**src/rtl/serv_trace_buf.sv**
```systemverilog
// Instruction-retirement trace buffer for SERV: deserialises rd write-back, latches the
// fetched instruction and queues one record per retirement in a show-ahead FIFO.
module serv_trace_buf #(
  parameter int unsigned W        = 1,
  parameter int unsigned DEPTH    = 8,
  parameter logic [31:0] RESET_PC = 32'h0
) (
  input  logic                    i_clk,
  input  logic                    i_rst_n,
  input  logic [31:0]             i_ibus_rdt,
  input  logic                    i_ibus_ack,
  input  logic [31:0]             i_ibus_adr,
  input  logic                    i_wen0,
  input  logic [W-1:0]            i_wdata0,
  input  logic [4:0]              i_rd_addr,
  input  logic                    i_cnt_done,
  input  logic                    i_ctrl_pc_en,
  input  logic                    i_trap,
  input  logic                    i_flush,
  output logic                    o_tr_valid,
  input  logic                    i_tr_ready,
  output logic [31:0]             o_tr_pc,
  output logic [31:0]             o_tr_insn,
  output logic [4:0]              o_tr_rd_addr,
  output logic [31:0]             o_tr_rd_wdata,
  output logic                    o_tr_trap,
  output logic [31:0]             o_tr_order,
  output logic [$clog2(DEPTH):0]  o_level,
  output logic                    o_ovf,
  output logic [7:0]              o_drop_cnt
);

  localparam int unsigned AW = $clog2(DEPTH);
  localparam int unsigned LW = AW + 1;

  typedef struct packed {
    logic [31:0] pc;
    logic [31:0] insn;
    logic [4:0]  rd_addr;
    logic [31:0] rd_wdata;
    logic        trap;
    logic [31:0] order;
  } rec_t;

  logic [31:0]   sr_q, sr_d;
  logic [31:0]   insn_q, insn_d;
  logic          wr_seen_q, wr_seen_d;
  logic          trap_q, trap_d;
  logic          ret_q, ret_d;
  logic [31:0]   pc_q, pc_d;
  logic [31:0]   order_q, order_d;
  logic [AW-1:0] wptr_q, wptr_d;
  logic [AW-1:0] rptr_q, rptr_d;
  logic [LW-1:0] level_q, level_d;
  logic          ovf_q, ovf_d;
  logic [7:0]    drop_cnt_q, drop_cnt_d;

  rec_t          mem_q [DEPTH];
  rec_t          push_rec;
  rec_t          head;
  logic [W+31:0] sr_cat;
  logic [4:0]    rd_eff;
  logic          valid, pop, push, full, accept, drop, mem_we;

  always_comb begin
    sr_cat    = {i_wdata0, sr_q} >> W;
    sr_d      = i_wen0 ? sr_cat[31:0] : sr_q;
    insn_d    = i_ibus_ack ? i_ibus_rdt : insn_q;
    // The push cycle closes the instruction; activity in it belongs to the next one.
    wr_seen_d = (wr_seen_q & ~ret_q) | i_wen0;
    trap_d    = (trap_q & ~ret_q) | i_trap;
    ret_d     = i_cnt_done & i_ctrl_pc_en;

    rd_eff            = (wr_seen_q && (i_rd_addr != 5'd0)) ? i_rd_addr : 5'd0;
    push_rec.pc       = pc_q;
    push_rec.insn     = insn_q;
    push_rec.rd_addr  = rd_eff;
    push_rec.rd_wdata = (rd_eff != 5'd0) ? sr_q : 32'd0;
    push_rec.trap     = trap_q;
    push_rec.order    = order_q;

    valid  = (level_q != '0);
    pop    = valid & i_tr_ready;
    push   = ret_q;
    full   = (level_q == LW'(DEPTH));
    accept = push & (~full | pop);
    drop   = push & ~accept;
    mem_we = accept & ~i_flush;

    // pc/order advance on every retirement so gaps in order expose drops.
    pc_d    = push ? i_ibus_adr : pc_q;
    order_d = push ? order_q + 32'd1 : order_q;

    wptr_d     = wptr_q;
    rptr_d     = rptr_q;
    level_d    = level_q;
    ovf_d      = ovf_q;
    drop_cnt_d = drop_cnt_q;
    if (i_flush) begin
      wptr_d     = '0;
      rptr_d     = '0;
      level_d    = '0;
      ovf_d      = 1'b0;
      drop_cnt_d = 8'd0;
    end else begin
      if (accept) wptr_d = wptr_q + AW'(1);
      if (pop)    rptr_d = rptr_q + AW'(1);
      if (accept && !pop)      level_d = level_q + LW'(1);
      else if (!accept && pop) level_d = level_q - LW'(1);
      if (drop) begin
        ovf_d = 1'b1;
        if (drop_cnt_q != 8'hff) drop_cnt_d = drop_cnt_q + 8'd1;
      end
    end
  end

  always_ff @(posedge i_clk or negedge i_rst_n) begin
    if (!i_rst_n) begin
      sr_q       <= '0;
      insn_q     <= '0;
      wr_seen_q  <= 1'b0;
      trap_q     <= 1'b0;
      ret_q      <= 1'b0;
      pc_q       <= RESET_PC;
      order_q    <= '0;
      wptr_q     <= '0;
      rptr_q     <= '0;
      level_q    <= '0;
      ovf_q      <= 1'b0;
      drop_cnt_q <= '0;
    end else begin
      sr_q       <= sr_d;
      insn_q     <= insn_d;
      wr_seen_q  <= wr_seen_d;
      trap_q     <= trap_d;
      ret_q      <= ret_d;
      pc_q       <= pc_d;
      order_q    <= order_d;
      wptr_q     <= wptr_d;
      rptr_q     <= rptr_d;
      level_q    <= level_d;
      ovf_q      <= ovf_d;
      drop_cnt_q <= drop_cnt_d;
    end
  end

  // Storage needs no reset: outputs are masked whenever the FIFO is empty.
  always_ff @(posedge i_clk) begin
    if (mem_we) mem_q[wptr_q] <= push_rec;
  end

  always_comb begin
    head          = mem_q[rptr_q];
    o_tr_valid    = valid;
    o_tr_pc       = valid ? head.pc : 32'd0;
    o_tr_insn     = valid ? head.insn : 32'd0;
    o_tr_rd_addr  = valid ? head.rd_addr : 5'd0;
    o_tr_rd_wdata = valid ? head.rd_wdata : 32'd0;
    o_tr_trap     = valid & head.trap;
    o_tr_order    = valid ? head.order : 32'd0;
    o_level       = level_q;
    o_ovf         = ovf_q;
    o_drop_cnt    = drop_cnt_q;
  end

endmodule

```
**config.mk**
```make
export PLATFORM = sky130hd
export DESIGN_NAME = serv_trace_buf
export DESIGN_NICKNAME = d
export VERILOG_FILES = /design/src/rtl/serv_trace_buf.sv
export SDC_FILE = /design/constraint.sdc
export NUM_CORES = 1
export LEC_CHECK = 0
export BUFFER_PORTS_ARGS = -buffer_cell sky130_fd_sc_hd__clkbuf_2
export CAP_MARGIN = 40
export CORE_MARGIN = 3
export CORE_UTILIZATION = 35
export DETAILED_ROUTE_END_ITERATION = 10
export GPL_TIMING_DRIVEN = 0
export SLEW_MARGIN = 20
export SYNTH_ARGS = -nofsm -noshare
export SYNTH_HDL_FRONTEND = slang
export SYNTH_SLANG_ARGS = --single-unit
export TNS_END_PERCENT = 5
```
**constraint.sdc**
```tcl
create_clock -name i_clk -period 10.2 [get_ports i_clk]
set_clock_uncertainty 0.15 [all_clocks]
set_input_delay 3.06 -clock i_clk [delete_from_list [all_inputs] [get_ports i_clk]]
set_output_delay 3.06 -clock i_clk [all_outputs]
set_load 0.02 [all_outputs]
```
**After elaboration in Yosys (flattened, before gate mapping)**

Memories as Yosys holds them, arrays and structs flattened.
Cells that the tools add are included.

- Memories kept: 1
- Logic and storage cells: 71
- RAM bits: 1,072
- Bits in registers: 150
- Output and inout port bits: 148

Memories:

| memory | depth | width | rd ports | clocked after memory_dff | wr ports | RTL line | text |
|---|---|---|---|---|---|---|---|
| mem_q | 8 | 134 | 1 | 0 | 1 | 58 | `rec_t mem_q [DEPTH];` |

- Add/subtract/negate cells: 6
- Muxes and demuxes: 21
- Reductions and logical operators: 14
- Bitwise logic cells: 15
- Equality and inequality tests: 2

Operator list:

| kind | count |
|---|---|
| 2-to-1 mux 32 bit | 5 |
| adder 32 x 1 -> 32 bit (second input constant) | 1 |
| 2-to-1 mux 8 bit | 3 |
| 2-to-1 mux 3 bit | 4 |
| 2-to-1 mux 4 bit | 3 |
| 2-to-1 mux 5 bit | 2 |
| nonzero test 5 bit | 2 |
| adder 8 x 1 -> 8 bit (second input constant) | 1 |
| AND 1 bit | 8 |
| inequality test 8 bit (second input constant) | 1 |
| nonzero test 2 bit | 4 |
| adder 3 x 1 -> 3 bit (second input constant) | 2 |
| adder 4 x 1 -> 4 bit (second input constant) | 1 |
| equality test 4 bit (second input constant) | 1 |
| 2-to-1 mux 1 bit | 4 |
| NOT 1 bit | 4 |
| nonzero test 4 bit | 1 |
| subtractor 4 x 1 -> 4 bit (second input constant) | 1 |
| logical AND 1 bit | 3 |
| bitwise OR 1 bit | 3 |
| nonzero test 3 bit | 1 |
| logical NOT 1 bit | 2 |
| AND reduction 2 bit | 1 |

**Longest topological paths before layout**

Gate-level depths: netlist of run 1.

- Depth in word-level cells: 9
- Depth in mapped cells: 9
- Mapped depth without buffers: 7

**Worst setup path before layout of run 1**

No wires, ideal clock.

- Path type: input to register
- Start point: in i_tr_ready
- End point: mem mem_q[1][0] (netlist bit), enable pin
- Data required time: 9.259 ns
- Library setup time: 0.791 ns
- Arrival time: 12.944 ns
- Cell stages on the path: 4
- Path slack: -3.685 ns
- Path through: clkbuf_1 -> o21ai_1 -> or3b_1 -> nor3_1

- Cells in the longest elaborated chain, start to end: 6

RTL lines:

| what | RTL line | text |
|---|---|---|
| from (decl) | 21 | `input logic i_tr_ready,` |
| AND 1 bit | 83 | `pop = valid & i_tr_ready;` |
| bitwise OR 1 bit | 86 | `accept = push & (~full \| pop);` |
| AND 1 bit | 86 |  |
| AND 1 bit | 88 | `mem_we = accept & ~i_flush;` |
| 2-to-1 mux 1 bit | 149 | `if (mem_we) mem_q[wptr_q] <= push_rec;` |
| 2-to-1 mux 1 bit (implied by the code) | 149 |  |
| to (decl) | 58 |  |

Every way passes these cells.

**Worst setup path in the final report of run 1**

- Start point: reg rptr_q[1]
- End point: out o_tr_rd_addr[2]

- Cells in the longest elaborated chain, start to end: 2

RTL lines:

| what | RTL line | text |
|---|---|---|
| from (decl) | 53 | `logic [AW-1:0] rptr_q, rptr_d;` |
| from (signal assigned) | 140 | `rptr_q <= rptr_d;` |
| memory read (8 x 134 bit) | n/a |  |
| 2-to-1 mux 5 bit | 157 | `o_tr_rd_addr = valid ? head.rd_addr : 5'd0;` |
| to (decl) | 24 | `output logic [4:0] o_tr_rd_addr,` |

Every way passes these cells.

==> results of run 1 <==
## synthesized netlist by cell type (3+ instances only)
| cell type | instances |
|---|---|
| buf_2 | 26 |
| nor4_2 | 3 |
| a21oi_1 | 7 |
| or3_1 | 3 |
| mux4_2 | 268 |
| xor2_1 | 10 |
| mux2i_1 | 138 |
| mux2_2 | 97 |
| nand3_1 | 25 |
| buf_1 | 40 |
| clkbuf_1 | 43 |
| edfxtp_1 | 1072 |
| and3_1 | 3 |
| nor2_1 | 158 |
| nand4_1 | 15 |
| ha_1 | 6 |
| xnor2_1 | 29 |
| nor3_1 | 5 |
| nand2_1 | 16 |
| dfrtp_1 | 150 |
| nor2b_1 | 4 |
| inv_1 | 6 |
| nand2b_1 | 4 |
| and2_1 | 40 |
## path summary, 6_finish.rpt
check	slack, ns	cells after the start	to	startpoint
setup / recovery	2.90	7	o_tr_rd_addr[2]	rptr_q[1]$_DFFE_PN0P_
hold / removal	0.36	1	sr_q[0]$_DFFE_PN0P_	sr_q[0]$_DFFE_PN0P_
setup reg to reg	6.42	10	mem_q[1][23]$_DFFE_PP_	o_level[2]$_DFFE_PN0P_
hold reg to reg	0.36	1	sr_q[0]$_DFFE_PN0P_	sr_q[0]$_DFFE_PN0P_
max in group asynchronous	6.99	2	pc_q[25]$_DFFE_PN0P_	i_rst_n
min in group asynchronous	2.09	1	sr_q[31]$_DFFE_PN0P_	i_rst_n
## through the flow
stage                     setup slack, ns  cells  TNS [ns]
after global placement             -15.53   4175  -8819.75
after global routing                 2.68   4549         0
final                                2.90   4550         0
after floorplan                     -3.62   2197   -519.02
after detailed placement             3.54   4297         0
after CTS                            2.73   4538         0
## layout make-up
type | instances | area [um^2]
timing repair buffer | 356 | 3500
buffer | 109 | 447
inverter | 7 | 26.3
clock inverter | 53 | 502
antenna | 1 | 2.50
fill | 11365 | 75500
sequential | 1222 | 35900
multi-input combinational | 859 | 10600
tap | 1755 | 2200
clock buffer | 188 | 3630
## critical path: cells and delay by family (launching register included)
kind,cells,cell delay [ns]
buffers and inverters,4,2.09
flip-flops,1,0.35
multiplexers,2,0.41
AND/OR/NAND/NOR,1,0.48
## power by group through the flow
stage,Clock [mW],Sequential (mW),Combinational [mW]
detailed placement,0,6.02,3.19
global placement,0,6.02,3.09
CTS,4.64,5.92,3.20
finish,4.54,5.92,3.11
global route,4.85,5.94,3.37
floorplan,0,5.97,1.96
## cells by family (layout without fill, tap and decap cells)
kind of cell    count (synthesis)  in the layout  synth area share
fa+ha+maj                       7              7           0.00203
other cells                     0              1                 0
flops                        1222           1222             0.766
mux                           504            504             0.182
buf+inv                       116            713           0.00998
simple gates                  287            287            0.0295
compound gates                 22             22           0.00325
xor+xnor                       39             39           0.00728
## flip-flops by register name (all words and copies together), names as in the netlist, 4 cells and up
| signal | flops |
|---|---|
| order_q | 32 |
| sr_q | 32 |
| o_drop_cnt | 8 |
| mem_q | 1072 |
| pc_q | 32 |
| o_level | 4 |
| insn_q | 32 |
## per-layer routing
metal | up-vias | GRT usage
met5 | - | 0
met4 | 2 | 0.0475
met3 | 154 | 0.0375
met2 | 713 | 0.275
met1 | 12424 | 0.231
li1 | 9921 | -
==> run metrics, run 1 <==
outcome=finished, final reports clean; slowest stage cell, crit path=buf_1; Worst setup EP type=output pin; hold violation total from the final report=0; TritonRoute pass-1 iters=5; worst skew pair latency=0.72 ns; post-synth top area cell=edfxtp_1; Overall Power=around 14 mW; post-route ant nets=0; synth top area cells=edfxtp_1 (69%), mux4_2 (13%), dfrtp_1 (8.0%), mux2i_1 (2.9%), mux2_2 (2.3%); sw frac=0.294; pwr/cell area=between 200 and 250 mW/mm^2; Comb pwr share=0.229; Worst Setup Start Kind=flip-flop; HPWL after DPL=between 70,000 and 80,000 um; Num CTS Buffers=130; most common library cell in the layout ignoring fill and taps=edfxtp_1; Seq/Total Area, Yosys=0.766; Setup Fix Bufs, Post-CTS=0; Worst Max-Slew Pin Slew=roughly 0.85 ns; syn avg cell area=roughly 21 um^2; vias in the first global route=roughly 24k; critical path's most frequent cell=clkbuf_2; DIE HEIGHT=372 um; Die Wd=372 um; max_cap viols=0; Final Cell Area=between 0.05 and 0.06 mm^2; synthesized area=~0.047 mm^2; layout cells sized above 1=0.340; Top Layer Used=met5; Post-Route Utilization=0.429; global-route wire length before repair=around 170,000 um; Synth Warn #=0; hold_ws=0.363 ns; CP cell instances=clkbuf_1, clkbuf_2, buf_1, mux4_2, mux2i_1, nor2_1, clkbuf_2; number of flops mapped to enable cells by yosys=1,072; Synth top area share=0.686; Lkg Pwr=18.8 nW; drt total wl=approximately 120,000 um; Worst Path Required=6.99 ns; most frequent cells in the layout=edfxtp_1 (1,072), mux4_2 (268), clkbuf_2 (226), nor2_1 (152), dfrtp_1 (150); flops & latches, synth=roughly 1.2k; Nets=around 2.8k; Boundary Pins=roughly 230; initial drt markers=1,921; Hold Path Class=reg2reg; Netlist cell types=between 40 and 50; Area after DPL=~0.053 mm^2; starting density of the core=0.355; Net Sw Power=3.99 mW; Synth Flop Type=edfxtp_1; gp weighted congestion=roughly 0.72; clk sinks=around 1.2k; metal3 WL=around 7600 um; Worst Path Max Fanout=10; clock-pin slew on the worst setup and hold paths=about 0.06 ns; final setup fails=0; Flop pwr share=0.436; DRC=0; gr usage total=0.170; total die area=0.138 mm^2; Fmax=0.137 GHz; CTS root buf=clkbuf_16; clock network fraction of total power=0.335; maximum level of the CTS H-tree=4; CTS Hold Bufs=0; largest vdd supply drop=149 uV; post-cts sizing count=0; routed wl met2=around 57,000 um; Mapped Cells=about 2.2k; ys async rst share=0.123; DR WL/cell=approximately 26 um; Slew HR=0.430; initial antenna violation count=4; area delta synth->final=21.1%; RSZ-0062 raised after global routing=no; global route overflow=0; std cell rows=~130; maximum buffer depth of the clock tree=3; Syn Nets=approximately 2.3k; Worst Path Arrival=between 4 and 5 ns; critical path class=reg2out; met1 wire length=~49,000 um; Port Buffers=223; Final period util=0.716; core area=approximately 0.13 mm^2; Slew Limit Fails=0; Via Count=23.2k; CTS tree=yes; largest net degree at the start of global routing=64; slowest cell delay on critical path=0.63 ns; internal power=around 9.6 mW; Period minus WS final=7.30 ns; Vias/cell=a little over 5
(Power assumes the default switching activity.)
==> run 2: changes to the inputs <==
- clock period: 10.2 -> 6.6 ns (I/O delays scaled with it)
==> run metrics, run 2 (synthesis gave the netlist of run 1 again) <==
outcome=finished, final reports clean; area delta synth->final=21.4%; global-route wire length before repair=168,000 um (-1.1%); critical path class=reg2out; CTS root buf=clkbuf_16; Final period util=0.920; TritonRoute pass-1 iters=5 (unchanged); slowest cell delay on critical path=0.71 ns (+0.08 ns); fin worst setup slack=0.529 ns (-2.37 ns); Period minus WS final=around 6 ns; maximum buffer depth of the clock tree=3 (unchanged); CTS Hold Bufs=0 (unchanged); most common library cell in the layout ignoring fill and taps=edfxtp_1; clock-pin slew on the worst setup and hold paths=0.06 ns (about the same); Placement Setup Slack=1.24 ns (-2.31 ns); largest net degree at the start of global routing=73 (+14%); core area=0.132 mm^2 (unchanged); largest vdd supply drop=174 uV (+17%); Die Wd=372 um (unchanged); final setup fails=0 (unchanged); post-route ant nets=0 (unchanged); max_cap viols=0 (unchanged); Worst Max-Slew Pin Slew=0.858 ns (+0.0102 ns); Lkg Pwr=18.8 nW (about the same); Net Sw Power=6.17 mW (+55%); HPWL after DPL=78,400 um (-1.1%); Final Cell Area=0.0569 mm^2 (+0.21%); Comb pwr share=0.228 (about the same); DRC=0 (unchanged); Slew HR=0.428 (-0.00207); layout cells sized above 1=0.342 (+0.00205); starting density of the core=0.355 (unchanged); Worst setup EP type=output pin; Flop pwr share=0.432 (-0.004); sw frac=0.292 (-0.00233); pwr/cell area=372 mW/mm^2 (+56%); worst setup path start=rptr_q[1]$_DFFE_PN0P_; r2r setup slk=2.94 ns (-3.48 ns); Hold Path Class=reg2reg; Biggest register=mem_q; Slew Limit Fails=0 (unchanged); CP cell instances=clkbuf_1, buf_6, clkbuf_2, clkbuf_1, mux4_2, mux2i_1, nor2_1, clkbuf_2; clk sinks=1,222 (unchanged); Fmax=roughly 0.16 GHz; Worst Path Arrival=3.94 ns (-0.15 ns); internal power=15.0 mW (+56%); initial antenna violation count=2 (-2); Setup Fix Bufs, Post-CTS=0 (unchanged); Num CTS Buffers=131 (+0.77%); Via Count=23.0k (-0.90%); Area after DPL=0.0526 mm^2 (+0.15%); clock network fraction of total power=0.340 (+0.005); max reg flops=1,072 (unchanged); Boundary Pins=227 (unchanged); slowest stage cell, crit path=clkbuf_1; Worst Setup Start Kind=flip-flop; initial drt markers=2,213 (+15%); hold violation total from the final report=0 (unchanged); CTS tree=yes; reg-to-reg startpoint=o_level[2]$_DFFE_PN0P_; DR WL/cell=25.4 um (-0.92%); fill cell count=11.4k (unchanged); std cell rows=133 (unchanged); min-delay src=sr_q[0]$_DFFE_PN0P_; Worst Path Required=4.47 ns (-2.52 ns); total die area=0.138 mm^2 (unchanged); RSZ-0062 raised after global routing=no; drt total wl=115,000 um (-1.1%); Nets=2,764 (-0.25%); vias in the first global route=24.1k (-1.5%); gr usage total=0.168 (-0.00169); maximum level of the CTS H-tree=4 (unchanged); Vias/cell=5.06 (-0.77%); gp weighted congestion=0.717 (about the same); Port Buffers=223 (unchanged); global route overflow=0 (unchanged); Worst Path Max Fanout=11 (+1); DIE HEIGHT=372 um (unchanged); post-cts sizing count=0 (unchanged); worst skew pair latency=0.72 ns (about the same); most frequent cells in the layout=edfxtp_1 (1,072), mux4_2 (268), clkbuf_2 (227), nor2_1 (152), dfrtp_1 (150)
## run 2: changes by cell type in the layout (fill, tap and decap cells not counted), sizes merged
cell / before / now
inv: 16 / 17
clkinv: 36 / 38
diode: 1 / 3
clkbuf: 456 / 448
clkdlybuf4s18: 1 / 0
clkinvlp: 2 / 3
buf: 196 / 190
bufinv: 6 / 9
## run 2: per-stage QoR
step	instances	TNS, ns	util	power, mW	hold WS, ns
2_1_floorplan	2197	-186.92	-	12.3	0.322
3_3_place_gp	4175	-4837.63	0.380	14.1	0.341
3_5_place_dp	4297	0	0.398	14.3	0.342
4_1_cts	4538	0	0.430	21.5	0.355
5_1_grt	4542	0	0.430	22.1	0.389
6_report	4544	0	0.430	21.2	0.354
## run 2: power groups by stage
stage / sequential (mW) / clock (mW) / combinational [mW]
final: 9.15 / 7.19 / 4.82
after global routing: 9.19 / 7.69 / 5.24
after CTS: 9.14 / 7.37 / 4.99
after detailed placement: 9.30 / 0 / 4.97
after global placement: 9.28 / 0 / 4.81
after floorplan: 9.22 / 0 / 3.03
## run 2: worst paths after layout
path | endpoint | cells past startpoint
worst max-delay path | o_tr_order[5] | 8
worst min register to register | sr_q[0]$_DFFE_PN0P_ | 1
worst max register to register | mem_q[3][45]$_DFFE_PP_ | 9
max in group asynchronous | sr_q[7]$_DFFE_PN0P_ | 2
min in group asynchronous | pc_q[18]$_DFFE_PN0P_ | 1
worst min-delay path | sr_q[0]$_DFFE_PN0P_ | 1
## run 2: final cells by class
cell class / instances / area [um^2] / area share
multi-input cells: 859 / 10600 / 0.186
flip-flops and latches: 1222 / 35900 / 0.631
inverters: 7 / 26.3 / 0.000462
clock buffers: 181 / 3670 / 0.0645
repair buffers: 348 / 3470 / 0.0610
diodes: 3 / 7.51 / 0.000132
well taps: 1755 / 2200 / 0.0386
clock inverters: 60 / 584 / 0.0103
plain buffers: 109 / 447 / 0.00785
## run 2: worst max-delay path, delay by kind of cell (launching register included)
kind | cells | cell delay, ns
buf+inv | 5 | 1.95
simple gates | 1 | 0.50
mux | 2 | 0.41
flops | 1 | 0.35
## run 2: routing by layer
metal,up-vias,part of all wire,global-route usage
met1,12249,0.42,0.225
met2,667,0.49,0.277
met3,157,0.064,0.0370
met4,0,0.021,0.0451
met5,-,0,0
li1,9933,-,-
==> run 3: changes to the inputs <==
- ABC_AREA: default -> 1
- MAX_ROUTING_LAYER: default -> met4
- PLACE_DENSITY: default -> 0.63
==> run metrics, run 3 <==
max reg flops=1,072 (unchanged); Nets=4,489 (+62%); Syn Nets=4,074 (+78%); gp weighted congestion=0.813 (+13%); reg-to-reg startpoint=o_level[1]$_DFFE_PN0P_; Worst Max-Slew Pin Slew=0.833 ns (-0.0250 ns); slowest stage cell, crit path=buf_2; final setup fails=0 (unchanged); Hold Path Class=reg2reg; drt total wl=136,000 um (+18%); most frequent cells in the layout=edfxtp_1 (1,072), nor2_1 (1,041), o21ai_0 (538), nand2_1 (418), clkbuf_2 (224); Biggest register=mem_q; largest net degree at the start of global routing=75 (+2.7%); Synth Warn #=0 (unchanged); Setup Fix Bufs, Post-CTS=0 (unchanged); Netlist cell types=31 (-37%); core area=0.138 mm^2 (+4.2%); Vias/cell=5.19 (+2.5%); Num CTS Buffers=130 (-0.76%); Via Count=32.7k (+42%); Seq/Total Area, Yosys=0.738 (-0.0279); Port Buffers=224 (+0.45%); worst skew pair latency=0.74 ns (+0.02 ns); initial antenna violation count=13 (+11); HPWL after DPL=90,700 um (+16%); Worst Setup Start Kind=flip-flop; gr usage total=0.193 (+0.0247); Placement Setup Slack=1.49 ns (+0.252 ns); Sum Neg Setup Slack=0 ns (unchanged); Mapped Cells=3,988 (+82%); post-route ant nets=0 (unchanged); initial drt markers=3,279 (+48%); Final period util=0.883 (-0.0368); Synth top area share=0.661 (-0.0250); Worst Path Arrival=3.70 ns (-0.24 ns); outcome=finished, final reports clean; most common library cell in the layout ignoring fill and taps=edfxtp_1; std cell rows=136 (+2.3%); syn avg cell area=12.2 um^2 (-43%); synth cell count leaders=edfxtp_1 (1,072), nor2_1 (1,049), o21ai_0 (538); global-route wire length before repair=201,000 um (+20%); min-delay src=sr_q[21]$_DFFE_PN0P_; CP cell instances=buf_2, buf_2, clkbuf_1, o21ai_0, o22ai_1, nor2_1, nor2_1, clkbuf_2; Slew Limit Fails=0 (unchanged); fill cell count=12.7k (+12%); Worst Path Required=4.47 ns (about the same); RSZ-0062 raised after global routing=no; top-count cell post-synth=edfxtp_1; area delta synth->final=18.5%; hold violation total from the final report=0 (unchanged); TritonRoute pass-1 iters=6 (+1); DIE HEIGHT=379 um (+1.8%); Lkg Pwr=20.6 nW (+9.7%); Boundary Pins=227 (unchanged); slowest cell delay on critical path=0.65 ns (-0.06 ns); DRC=0 (unchanged); maximum level of the CTS H-tree=4 (unchanged); pwr/cell area=421 mW/mm^2 (+13%); total die area=0.144 mm^2 (+3.7%); ys async rst share=0.123 (unchanged); critical path class=reg2out; global route overflow=0 (unchanged); synthesized area=0.0487 mm^2 (+3.8%); maximum buffer depth of the clock tree=3 (unchanged); Worst Path Max Fanout=10 (-1); Synth Flop Type=edfxtp_1; Fmax=0.172 GHz (+4.2%); post-synth top area cell=edfxtp_1; worst setup path start=rptr_q[1]$_DFFE_PN0P_; starting density of the core=0.353 (-0.00138); largest vdd supply drop=197 uV (+13%); DR WL/cell=21.6 um (-15%); Worst setup EP type=output pin; layout cells sized above 1=0.138 (-0.204); CTS Hold Bufs=0 (unchanged); clk sinks=1,222 (unchanged); max_cap viols=0 (unchanged); CTS tree=yes; post-cts sizing count=0 (unchanged); flops & latches, synth=1,222 (unchanged); synth top area cells=edfxtp_1 (66%), nor2_1 (8.1%), dfrtp_1 (7.7%), o21ai_0 (5.5%), nand2_1 (3.2%); vias in the first global route=31.8k (+32%); CTS root buf=clkbuf_16; Slew HR=0.445 (+0.0167); fin worst setup slack=0.772 ns (+0.243 ns); Period minus WS final=5.83 ns (-0.243 ns); clock-pin slew on the worst setup and hold paths=0.06 ns (about the same); number of flops mapped to enable cells by yosys=1,072 (unchanged); Die Wd=379 um (+1.8%)
[run 3: changes by cell type after synthesis, sizes merged, moves of 50 or more]
| cell | previous run | this run |
|---|---|---|
| o21ai | 3 | 577 |
| o211ai | 2 | 134 |
| inv | 7 | 87 |
| clkbuf | 43 | 132 |
| nor2 | 158 | 1049 |
| o22ai | 0 | 134 |
| mux2i | 138 | 0 |
| buf | 66 | 116 |
| nand2 | 16 | 419 |
| mux2 | 98 | 32 |
| mux4 | 268 | 0 |
[run 3: layout make-up]
cell class / instances / area, um^2 / area share
clock inverter: 67 / 658 / 0.0114
inverter: 87 / 329 / 0.00570
timing repair buffer: 283 / 2430 / 0.0422
clock buffer: 171 / 3610 / 0.0626
antenna: 6 / 15.0 / 0.000260
tap: 1794 / 2240 / 0.0389
multi-input combinational: 2431 / 11300 / 0.195
sequential: 1222 / 35900 / 0.623
buffer: 248 / 1200 / 0.0207
[run 3: logic make-up (layout without fill, tap and decap cells)]
family,Yosys count,after routing,synth area share
AOI/OAI and AO/OA,854,854,0.0984
xor gates and xnor gates,24,24,0.00432
adders and majority gates,7,7,0.00195
buffers and inverters,335,856,0.0313
DFF,1222,1222,0.738
muxes,32,32,0.00740
other,0,6,0
and+or+nand+nor,1514,1514,0.118
[run 3: worst max-delay path: cells and delay by family, from the launching register on]
kind | cells | cell delay (ns)
buffers and inverters | 4 | 1.63
AO/OA/AOI/OAI | 2 | 0.40
flip-flops | 1 | 0.36
AND/OR/NAND/NOR | 2 | 0.55
[run 3: worst paths after layout]
path | end | slack (ns) | depth (start not counted)
max | o_tr_rd_wdata[1] | 0.77 | 8
min | sr_q[20]$_DFFE_PN0P_ | 0.32 | 2
max reg2reg | mem_q[6][88]$_DFFE_PP_ | 3.59 | 9
min reg2reg | sr_q[20]$_DFFE_PN0P_ | 0.32 | 2
max in group asynchronous | order_q[18]$_DFFE_PN0P_ | 4.73 | 2
min in group asynchronous | insn_q[13]$_DFFE_PN0P_ | 0.91 | 1
[run 3: routing by layer]
layer,vias to the layer above,wire [um],global-route usage
li1,14989,-,-
met1,16199,57500,0.254
met2,1315,63100,0.296
met3,225,11500,0.0424
met4,0,4170,0.0662
met5,-,0,-
[run 3: per-stage QoR]
| step | util | area (um^2) | total power [mW] | cells | hold WS, ns |
|---|---|---|---|---|---|
| 6_report | 0.419 | 57700 | 24.3 | 6309 | 0.322 |
| 3_3_place_gp | 0.378 | 52000 | 17.2 | 6006 | 0.306 |
| 3_5_place_dp | 0.388 | 53400 | 17.3 | 6065 | 0.313 |
| 5_1_grt | 0.419 | 57700 | 25.5 | 6308 | 0.345 |
| 4_1_cts | 0.419 | 57700 | 24.5 | 6303 | 0.327 |
| 2_1_floorplan | - | 48700 | 13.7 | 3988 | 0.300 |
[run 3: report_power, final]
group	leakage, nW	switching (mW)	total, mW	internal (mW)
logic	6.84	5.93	8.07	2.14
registers	11.7	0.232	8.96	8.72
clock network	2.08	3.02	7.28	4.27
total	20.6	9.18	24.3	15.1
